File: src/rtl/mtm_alu_serializer.sv
`default_nettype none
// ---------------------------------------------------------------------------
// mtm_alu_serializer : builds mtm_Alu response packets (result+CRC3 or error)
// and shifts them out on sout in 11-bit frames.      Rev 1.0
// ---------------------------------------------------------------------------
module mtm_alu_serializer (
    input  logic        clk,
    input  logic        rst_n,
    input  logic        in_valid,
    output logic        in_ready,
    input  logic        in_is_err,
    input  logic [31:0] in_c,
    input  logic [3:0]  in_flags,
    input  logic [2:0]  in_err,
    output logic        sout
);

    localparam logic [0:0] ST_IDLE   = 1'b0;
    localparam logic [0:0] ST_SEND   = 1'b1;
    localparam logic [5:0] C_LEN_RES = 6'd55;
    localparam logic [5:0] C_LEN_ERR = 6'd11;

    logic [0:0]  r_state;
    logic [0:0]  w_next_state;
    logic [5:0]  r_cnt;
    logic [54:0] r_shift;
    logic        r_ready;
    logic        w_accept;
    logic        w_last;
    logic [2:0]  w_crc;
    logic [7:0]  w_ctl_res;
    logic [7:0]  w_ctl_err;
    logic [54:0] w_pkt;

    function automatic logic [10:0] frame(input logic is_ctl, input logic [7:0] d);
        return {1'b0, is_ctl, d, 1'b1};
    endfunction

    // Serial LFSR form of M(x)*x^3 mod (x^3+x+1), MSB of the message first
    function automatic logic [2:0] crc3(input logic [36:0] msg);
        logic [2:0] c;
        logic       fb;
        c = 3'b000;
        for (int i = 36; i >= 0; i--) begin
            fb = msg[i] ^ c[2];
            c  = {c[1], c[0] ^ fb, fb};
        end
        return c;
    endfunction

    assign w_crc     = crc3({in_c, 1'b0, in_flags});
    assign w_ctl_res = {1'b0, in_flags, w_crc};
    assign w_ctl_err = {1'b1, in_err, in_err, ^{1'b1, in_err, in_err}};
    assign w_pkt     = in_is_err ? {frame(1'b1, w_ctl_err), {44{1'b1}}}
                                 : {frame(1'b0, in_c[31:24]), frame(1'b0, in_c[23:16]),
                                    frame(1'b0, in_c[15:8]),  frame(1'b0, in_c[7:0]),
                                    frame(1'b1, w_ctl_res)};

    always_ff @(posedge clk) begin
        if (!rst_n) begin
            r_state <= ST_IDLE;
        end else begin
            r_state <= w_next_state;
        end
    end

    always_comb begin
        w_next_state = r_state;
        case (r_state)
            ST_IDLE: if (w_accept) w_next_state = ST_SEND;
            ST_SEND: if (w_last)   w_next_state = ST_IDLE;
            default: w_next_state = ST_IDLE;
        endcase
    end

    always_comb begin
        w_accept = in_valid & r_ready;
        w_last   = (r_cnt == 6'd1);
        in_ready = r_ready;
        sout     = r_shift[54];
    end

    // Ready is registered so it stays low through reset and one cycle past it
    always_ff @(posedge clk) begin
        if (!rst_n) begin
            r_shift <= '1;
            r_cnt   <= 6'd0;
            r_ready <= 1'b0;
        end else begin
            r_ready <= (w_next_state == ST_IDLE);
            if (w_accept) begin
                r_shift <= w_pkt;
                r_cnt   <= in_is_err ? C_LEN_ERR : C_LEN_RES;
            end else if (r_state == ST_SEND) begin
                r_shift <= {r_shift[53:0], 1'b1};
                r_cnt   <= r_cnt - 6'd1;
            end
        end
    end

endmodule
`default_nettype wire

File: config.mk
export PLATFORM = sky130hd
export DESIGN_NAME = mtm_alu_serializer
export DESIGN_NICKNAME = d
export VERILOG_FILES = /design/src/rtl/mtm_alu_serializer.sv
export SDC_FILE = /design/constraint.sdc
export NUM_CORES = 1
export LEC_CHECK = 0
export BUFFER_PORTS_ARGS = -buffer_cell sky130_fd_sc_hd__buf_2
export CAP_MARGIN = 20
export CORE_MARGIN = 3
export CORE_UTILIZATION = 36
export DETAILED_ROUTE_END_ITERATION = 6
export PLACE_DENSITY = 0.56
export SYNTH_ARGS = -nofsm -noshare
export SYNTH_HDL_FRONTEND = slang
export SYNTH_SLANG_ARGS = --single-unit
File: constraint.sdc
create_clock -name clk -period 1.8 [get_ports clk]
set_input_delay 0.36 -clock clk [delete_from_list [all_inputs] [get_ports clk]]
set_output_delay 0.36 -clock clk [all_outputs]
set_load 0.01 [all_outputs]
==> After elaboration in Yosys (flattened, before gate mapping) <==
Cells that the tools add are included.
{ "classes": {"addsub": 1, "n_mul": 0, "div_mod_pow": 0, "magnitude_cmp": 0, "n_eq_ne": 1, "shift": 0, "mux": 9, "bitwise": 73, "n_reduce_logical": 2} }
{ "op_table": {"columns": ["operator", "n"], "rows": [
  ["2-to-1 mux 55 bit", 2],
  ["XOR 1 bit", 70],
  ["2-to-1 mux 54 bit", 1],
  ["2-to-1 mux 6 bit", 3],
  ["parity 7 bit", 1],
  ["equality test 6 x 1 -> 1 bit (second input constant)", 1],
  ["subtractor 6 x 1 -> 6 bit (second input constant)", 1],
  ["2-to-1 mux 1 bit", 2],
  ["NOT 1 bit", 2],
  ["case mux 1 bit (2 select lines)", 1],
  ["nonzero test 2 bit", 1],
  ["AND 1 bit", 1]
]} }
{ "totals": {"register_bits": 63, "latch_bits": 0, "mem_bits_rw": 0, "rom_bits": 0, "input_bits": 43, "output_inout_bits": 2, "wordCells": 90, "memories": 0} }

==> Longest topological paths before layout <==
Gate-level depths: netlist (run 1).
{ "depth": {"ltp_word": 37, "mapped_depth": 7, "mapped_depth_nobuf": 6} }

==> Worst setup path before layout (run 1) <==
Ideal clock, no wire load.
{ "synth_path": {"kind": "in2reg", "from": "input port in_c[4]", "to": "register r_shift[2]", "setup_ns": 0.078, "arrival_ns": 1.637, "required_time_ns": 1.722, "setup_slack_ns": 0.085, "cell_stages": 6, "path_buffers": 0, "path_cell_list": "xnor2_1 > xnor2_2 > xnor3_2 > xnor2_2 > xnor2_1 > a32oi_1"} }
{ "synth_between": {"elab_chain_len": 12, "elab_cells_between_ends": 19, "classes_between": "mux (2); bitwise (17)"} }
{ "synth_rtl": {"columns": ["item", "line", "text"], "rows": [
  ["start, declared", "12", "input logic [31:0] in_c,"],
  ["XOR 1 bit (*)", "45", "fb = msg[i] ^ c[2];"],
  ["XOR 1 bit", "46", "c = {c[1], c[0] ^ fb, fb};"],
  ["XOR 1 bit", "45", null],
  ["XOR 1 bit", "46", null],
  ["XOR 1 bit", "45", null],
  ["XOR 1 bit", "46", null],
  ["XOR 1 bit", "45", null],
  ["XOR 1 bit", "46", null],
  ["XOR 1 bit", "45", null],
  ["XOR 1 bit (*)", "46", null],
  ["2-to-1 mux 54 bit (*)", "54", "assign w_pkt = in_is_err ? {frame(1'b1, w_ctl_err), {44{1'b1}}}"],
  ["2-to-1 mux 55 bit (*)", "91", "if (w_accept) begin"],
  ["end signal, assigned", "92", "r_shift <= w_pkt;"],
  ["end signal, assigned", "95", "r_shift <= {r_shift[53:0], 1'b1};"],
  ["end, declared", "26", "logic [54:0] r_shift;"]
]} }
Every way passes the cells marked *; elsewhere a longest branch is shown, timed or not.
A chain may end at the register's enable or synchronous reset.

==> Worst setup path after layout (run 1) <==
{ "layout_path": {"from": "input port in_c[5]", "to": "register r_shift[2]"} }
{ "layout_between": {"elab_chain_len": 13, "elab_cells_between_ends": 21, "classes_between": "mux (2); bitwise (19)"} }
{ "layout_rtl": {"columns": ["item", "line"], "rows": [
  ["XOR 1 bit (*)", "45"],
  ["XOR 1 bit", "46"],
  ["XOR 1 bit", "45"],
  ["XOR 1 bit", "46"],
  ["XOR 1 bit", "45"],
  ["XOR 1 bit (2 in a row)", "46"],
  ["XOR 1 bit", "45"],
  ["XOR 1 bit", "46"],
  ["XOR 1 bit", "45"],
  ["XOR 1 bit (*)", "46"],
  ["2-to-1 mux 54 bit (*)", "54"],
  ["2-to-1 mux 55 bit (*)", "91"]
]} }
Marks and branches as above.

==> results.json, run 1 <==
{
  "outcome": "completed",
  "core_um2": 8423,
  "cp_slowest_cell": "xnor3_2",
  "ir_drop_mv": 0.4413,
  "grt_max_degree": 37,
  "via_per_inst": 5.229,
  "synth_compound_area_share_pct": 21.92,
  "max_slew_margin_pct": 61.57,
  "crit_top_cell": "xnor2_2",
  "port_buffers": 44,
  "tritoncts": "built",
  "clock_path_buffers": 2,
  "seq_area_frac_synth_pct": 38.77,
  "ant_nets": 0,
  "synth.avg_cell_area_um2": 8.654,
  "power.leakage_uw": 0.001389,
  "firstDrtPassIters": 5,
  "finalSetupViolCount": 0,
  "path_cells": "buf_2, xor2_2, xnor2_2, xnor3_2, xnor2_2, xnor2_1, a32oi_1",
  "drtIter0Drc": 114,
  "synth_nets": 415,
  "area_growth_pct": 18.17,
  "synth_top_area_cell": "dfxtp_1",
  "drive_gt1_share_pct": 21.77,
  "die_area_um2": 10060,
  "power_density_nw_per_um2": 947.3,
  "grt_overflow": 0,
  "synth_seq_cells": 62,
  "worst_slack_ps": 254.8,
  "ios": 45,
  "synth.distinct_cells": 25,
  "crit_path_max_incr_delay_ps": 490,
  "cts.sinks": 62,
  "hp-start": "in_c[13]",
  "ys_warn_count": 0,
  "dpl_cell_area_um2": 3608,
  "synth_area_um2": 3202,
  "fin_crit_sh_pct": 85.85,
  "vias": 2735,
  "arrival_ps": 1810,
  "ys_top_cells_by_area": "dfxtp_1, a211oi_1, xnor2_1",
  "startpoint_type": "input pin",
  "std_cell_rows": 33,
  "period_minus_slack_ps": 1545,
  "grt_pass1_wl_um": 13480,
  "hold_violations": 0,
  "cts_buffers": 9,
  "place_hpwl_um": 5556,
  "end_kind": "flop",
  "antennaDiodeCount": 0,
  "insertion_delay_ps": 340,
  "finalMaxSlewViolations": 0,
  "r2r_slack_ps": 450,
  "gp_routability_congestion": 0.7717,
  "clock_skew_ps": 7.656,
  "grt_antenna_before_repair": 0,
  "grt_setup_unrepaired": "false",
  "drv_cap": 0,
  "reg2reg_depth": 4,
  "final_cell_mix": "dfxtp_1, a211oi_1, o21ai_0, and2_1, buf_2",
  "cts-root-buf": "clkbuf_8",
  "synth-simple-area-share_pct": 17.86,
  "crit_fanout": 2,
  "clock.fmax_mhz": 647.1,
  "htreeDepth": 3,
  "synth_top_family_by_area": "compound AO/OA/AOI/OAI gates",
  "hp-class": "in -> reg",
  "holdPathStages": 3,
  "netlist_instances": 370,
  "place_ws_ps": -116.2,
  "worst_ep_required_time_ps": 2070,
  "synth_xor_area_share_pct": 13.99,
  "final_area_um2": 3784,
  "grt_pass1_vias": 2665,
  "layout_commonest_cell": "dfxtp_1",
  "tightest_slew_ps": 576.4,
  "netlist.area_leader.share_pct": 38.77,
  "postCtsSetupBuffers": 0,
  "critical_path_class": "in -> reg",
  "synth_fa_ha_area_share_pct": 0.7816,
  "r2r_end": "r_shift[15]",
  "holdBufCountCts": 0,
  "holdPathEnd": "r_shift[28]",
  "r2r_start": "in_ready",
  "routed_wl_um": 7969,
  "final_nets": 458,
  "drc": 0,
  "dieWidth_um": 100.3,
  "synthMuxAreaShare_pct": 2.188,
  "cts_resized": 0,
  "path_clk_slew_ps": 70,
  "die_height_um": 100.3,
  "initial_utilization_pct": 38.01,
  "routedWlPerCell_um": 15.24,
  "total_power_uw": 3584,
  "grt_use_total_pct": 16.95
}
cell families after synthesis:
family / count (synthesis)
flip-flops: 62
buffers and inverters: 38
multiplexers: 7
XOR/XNOR: 46
adder cells (fa/ha/maj): 2
AO/OA/AOI/OAI: 111
AND/OR/NAND/NOR: 104
state kept, by name, indices dropped and copies added (netlist names):
| register | cells |
|---|---|
| in_ready | 1 |
| r_cnt | 6 |
| r_shift | 54 |
| r_state | 1 |
layer usage:
metal  vias to the layer above  GRT usage [%]  wire, um
met5                         -              0         0
met4                         0          4.145        95
met3                         8          4.656       475
met2                        68          25.84      3604
met1                      1269          23.78      3794
li1                       1390              -         -
metrics by stage:
stage	hold slack (ps)	std cells	utilization (%)	TNS, ps
finish	318.5	523	44.92	0
global route	327.5	523	44.92	0
CTS	309.4	523	44.92	0
detailed placement	452.7	507	42.84	-158.6
global placement	448.0	507	42.84	-71.29
floorplan	432.7	370	-	0
worst max-delay path: cells and delay by family:
| family | cells | cell delay, ps |
|---|---|---|
| XOR/XNOR | 5 | 1160 |
| AO/OA/AOI/OAI | 1 | 180 |
| buffers and inverters | 1 | 120 |
synthesized netlist by cell type:
cell type and n:
xnor3_2 1, xor2_2 1, and2_1 46, a32oi_1 2
nor2b_1 9, a211oi_1 51, xnor2_1 33, buf_2 1
o221ai_1 1, o21ai_0 48, clkbuf_1 30, nand2_1 12
xor2_1 8, ha_1 2, a21boi_0 3, mux2i_1 7
xnor2_2 3, dfxtp_1 62, inv_2 1, buf_1 4
o21ai_1 1, nor2_1 2, inv_1 2, nor3_1 35
a21oi_1 5
report_power, final:
part | internal (uW) | total (uW) | switching [uW]
clock | 529 | 1100 | 573
sequential | 1500 | 1560 | 65.6
combinational | 474 | 920 | 446
total | 2500 | 3580 | 1090
worst max path at each step:
stage / endpoint / from / slack, ps
6_report: r_shift[2] / in_c[5] / 250
3_5_place_dp: r_shift[2] / in_c[5] / -120
4_1_cts: r_shift[2] / in_c[5] / 250
3_3_place_gp: r_shift[2] / in_c[4] / -60
5_1_grt: r_shift[2] / in_c[4] / 170
2_1_floorplan: r_shift[2] / in_c[4] / 80
area by class of cell:
type | instances | area [um^2]
Clock buffer | 10 | 137.6
Clock inverter | 6 | 37.54
Fill cell | 875 | 4639
Inverter | 3 | 11.26
Multi-Input combinational cell | 270 | 1818
Sequential cell | 62 | 1242
Tap cell | 105 | 131.4
Timing Repair Buffer | 67 | 405.4
Note: power is estimated with default switching activity, not from simulation.
==> run 2, diff against run 1 <==
Settings changed: RECOVER_POWER from default to 50.
==> run 2 against run 1 <==
  * Final area down 0.17%
  * Core utilization down 0.074 points
  * Largest power group unchanged
  * Clock skew up 2.4 ps
  * Fmax down 0.26%
  * Power about the same
  * Register-to-register slack worse by 190 ps
  * Critical path type unchanged
  * Sequential power about the same
  * Non-clock buffer count unchanged
  * Final cell count unchanged
  * Sequential cell count unchanged
  * Clock-buffer cell count unchanged
==> results.json, run 2 (same netlist as run 1, synthesis figures left out) <==
{
  "routed_wl_um": 8009,
  "crit_fanout": 2,
  "vias": 2736,
  "ir_drop_mv": 0.4458,
  "insertion_delay_ps": 350,
  "holdBufCountCts": 0,
  "clock.fmax_mhz": 645.5,
  "arrival_ps": 1820,
  "regMostFlops": "r_shift",
  "finalMaxSlewViolations": 0,
  "ios": 45,
  "cts_resized": 0,
  "hold_violations": 0,
  "drtIter0Drc": 113,
  "area_growth_pct": 17.98,
  "grt_overflow": 0,
  "final_cell_mix": "dfxtp_1, a211oi_1, o21ai_0, and2_1, buf_2",
  "htreeDepth": 3,
  "hp-class": "in -> reg",
  "initial_utilization_pct": 38.01,
  "std_cell_rows": 33,
  "core_um2": 8423,
  "critical_path_class": "in -> reg",
  "antennaDiodeCount": 0,
  "tritoncts": "built",
  "die_area_um2": 10060,
  "final_nets": 458,
  "layout_commonest_cell": "dfxtp_1",
  "outcome": "completed",
  "grt_setup_unrepaired": "false",
  "clock_skew_ps": 10.10,
  "worst_slack_ps": 250.7,
  "startpoint_type": "input pin",
  "place_ws_ps": -116.2,
  "postCtsSetupBuffers": 0,
  "grt_antenna_before_repair": 0,
  "worst_ep_required_time_ps": 2070,
  "via_per_inst": 5.231,
  "drv_cap": 0,
  "cts_buffers": 9,
  "largest_register_ffs": 54,
  "fin_crit_sh_pct": 86.07,
  "port_buffers": 44,
  "finalSetupViolCount": 0,
  "clock_path_buffers": 2,
  "power.leakage_uw": 0.001380,
  "cts-root-buf": "clkbuf_8",
  "top_regs": "r_shift x54, r_cnt x6",
  "drive_gt1_share_pct": 20.81,
  "tightest_slew_ps": 581.2,
  "routedWlPerCell_um": 15.31,
  "grt_pass1_wl_um": 13480,
  "period_minus_slack_ps": 1549,
  "cts.sinks": 62,
  "hold_ws_ps": 317.8,
  "ant_nets": 0,
  "die_height_um": 100.3,
  "grt_use_total_pct": 16.95,
  "gp_routability_congestion": 0.7717,
  "end_kind": "flop",
  "grt_pass1_vias": 2665,
  "path_clk_slew_ps": 70,
  "place_hpwl_um": 5556,
  "grt_max_degree": 37,
  "dieWidth_um": 100.3,
  "drc": 0,
  "max_slew_margin_pct": 61.26,
  "power_density_nw_per_um2": 949.1,
  "firstDrtPassIters": 4
}
[run 2: cell types whose count changed in the layout (fill, tap and decap cells not counted)]
cell      previous run  this run
and2_0               0         1
inv_2                1         0
clkbuf_1             0         3
clkbuf_4             0         1
and2_1              45        44
buf_4               22        20
buf_2               44        42
inv_1                2         3
[run 2: per-stage QoR]
| step | TNS [ps] | utilization (%) | area, um^2 | total power [uW] | std cells |
|---|---|---|---|---|---|
| 2_1_floorplan | 0 | - | 3202 | 2263 | 370 |
| 3_3_place_gp | -71.29 | 42.84 | 3608 | 2511 | 507 |
| 3_5_place_dp | -158.6 | 42.84 | 3608 | 2516 | 507 |
| 4_1_cts | 0 | 44.92 | 3784 | 3631 | 523 |
| 5_1_grt | 0 | 44.85 | 3777 | 3791 | 523 |
| 6_report | 0 | 44.85 | 3777 | 3585 | 523 |
[run 2: area by class of cell]
| cell class | instances | area (um^2) |
|---|---|---|
| Fill cell | 875 | 4646 |
| Multi-Input combinational cell | 270 | 1818 |
| Sequential cell | 62 | 1242 |
| Timing Repair Buffer | 67 | 399.1 |
| Clock buffer | 10 | 137.6 |
| Tap cell | 105 | 131.4 |
| Clock inverter | 6 | 37.54 |
| Inverter | 3 | 11.26 |
[run 2: worst max-delay path: stages]
cell	delay, ps
buf_2	120
xor2_2	190
xnor2_2	200
xnor3_2	490
xnor2_2	150
xnor2_1	130
a32oi_1	180
[run 2: path summary, 6_finish.rpt]
path / slack [ps] / cells past startpoint / from / end
setup reg to reg: 260 / 4 / r_state / r_shift[3]
hold / removal: 320 / 3 / in_c[13] / r_shift[28]
setup / recovery: 250 / 7 / in_c[5] / r_shift[2]
hold reg to reg: 470 / 2 / r_shift[44] / r_shift[44]
[run 2: layer usage]
| metal | global-route usage, % | share of wire, % | up-vias |
|---|---|---|---|
| li1 | - | - | 1390 |
| met1 | 23.78 | 50 | 1291 |
| met2 | 25.84 | 45 | 47 |
| met3 | 4.656 | 4.5 | 8 |
| met4 | 4.145 | 1.2 | 0 |
| met5 | 0 | 0 | - |
[run 2: power breakdown]
group	leakage [uW]	switching, uW	internal (uW)
Combinational	0.000785	448	470
Clock	0.0000841	576	529
Sequential	0.000511	65.9	1500
Total	0.00138	1090	2500
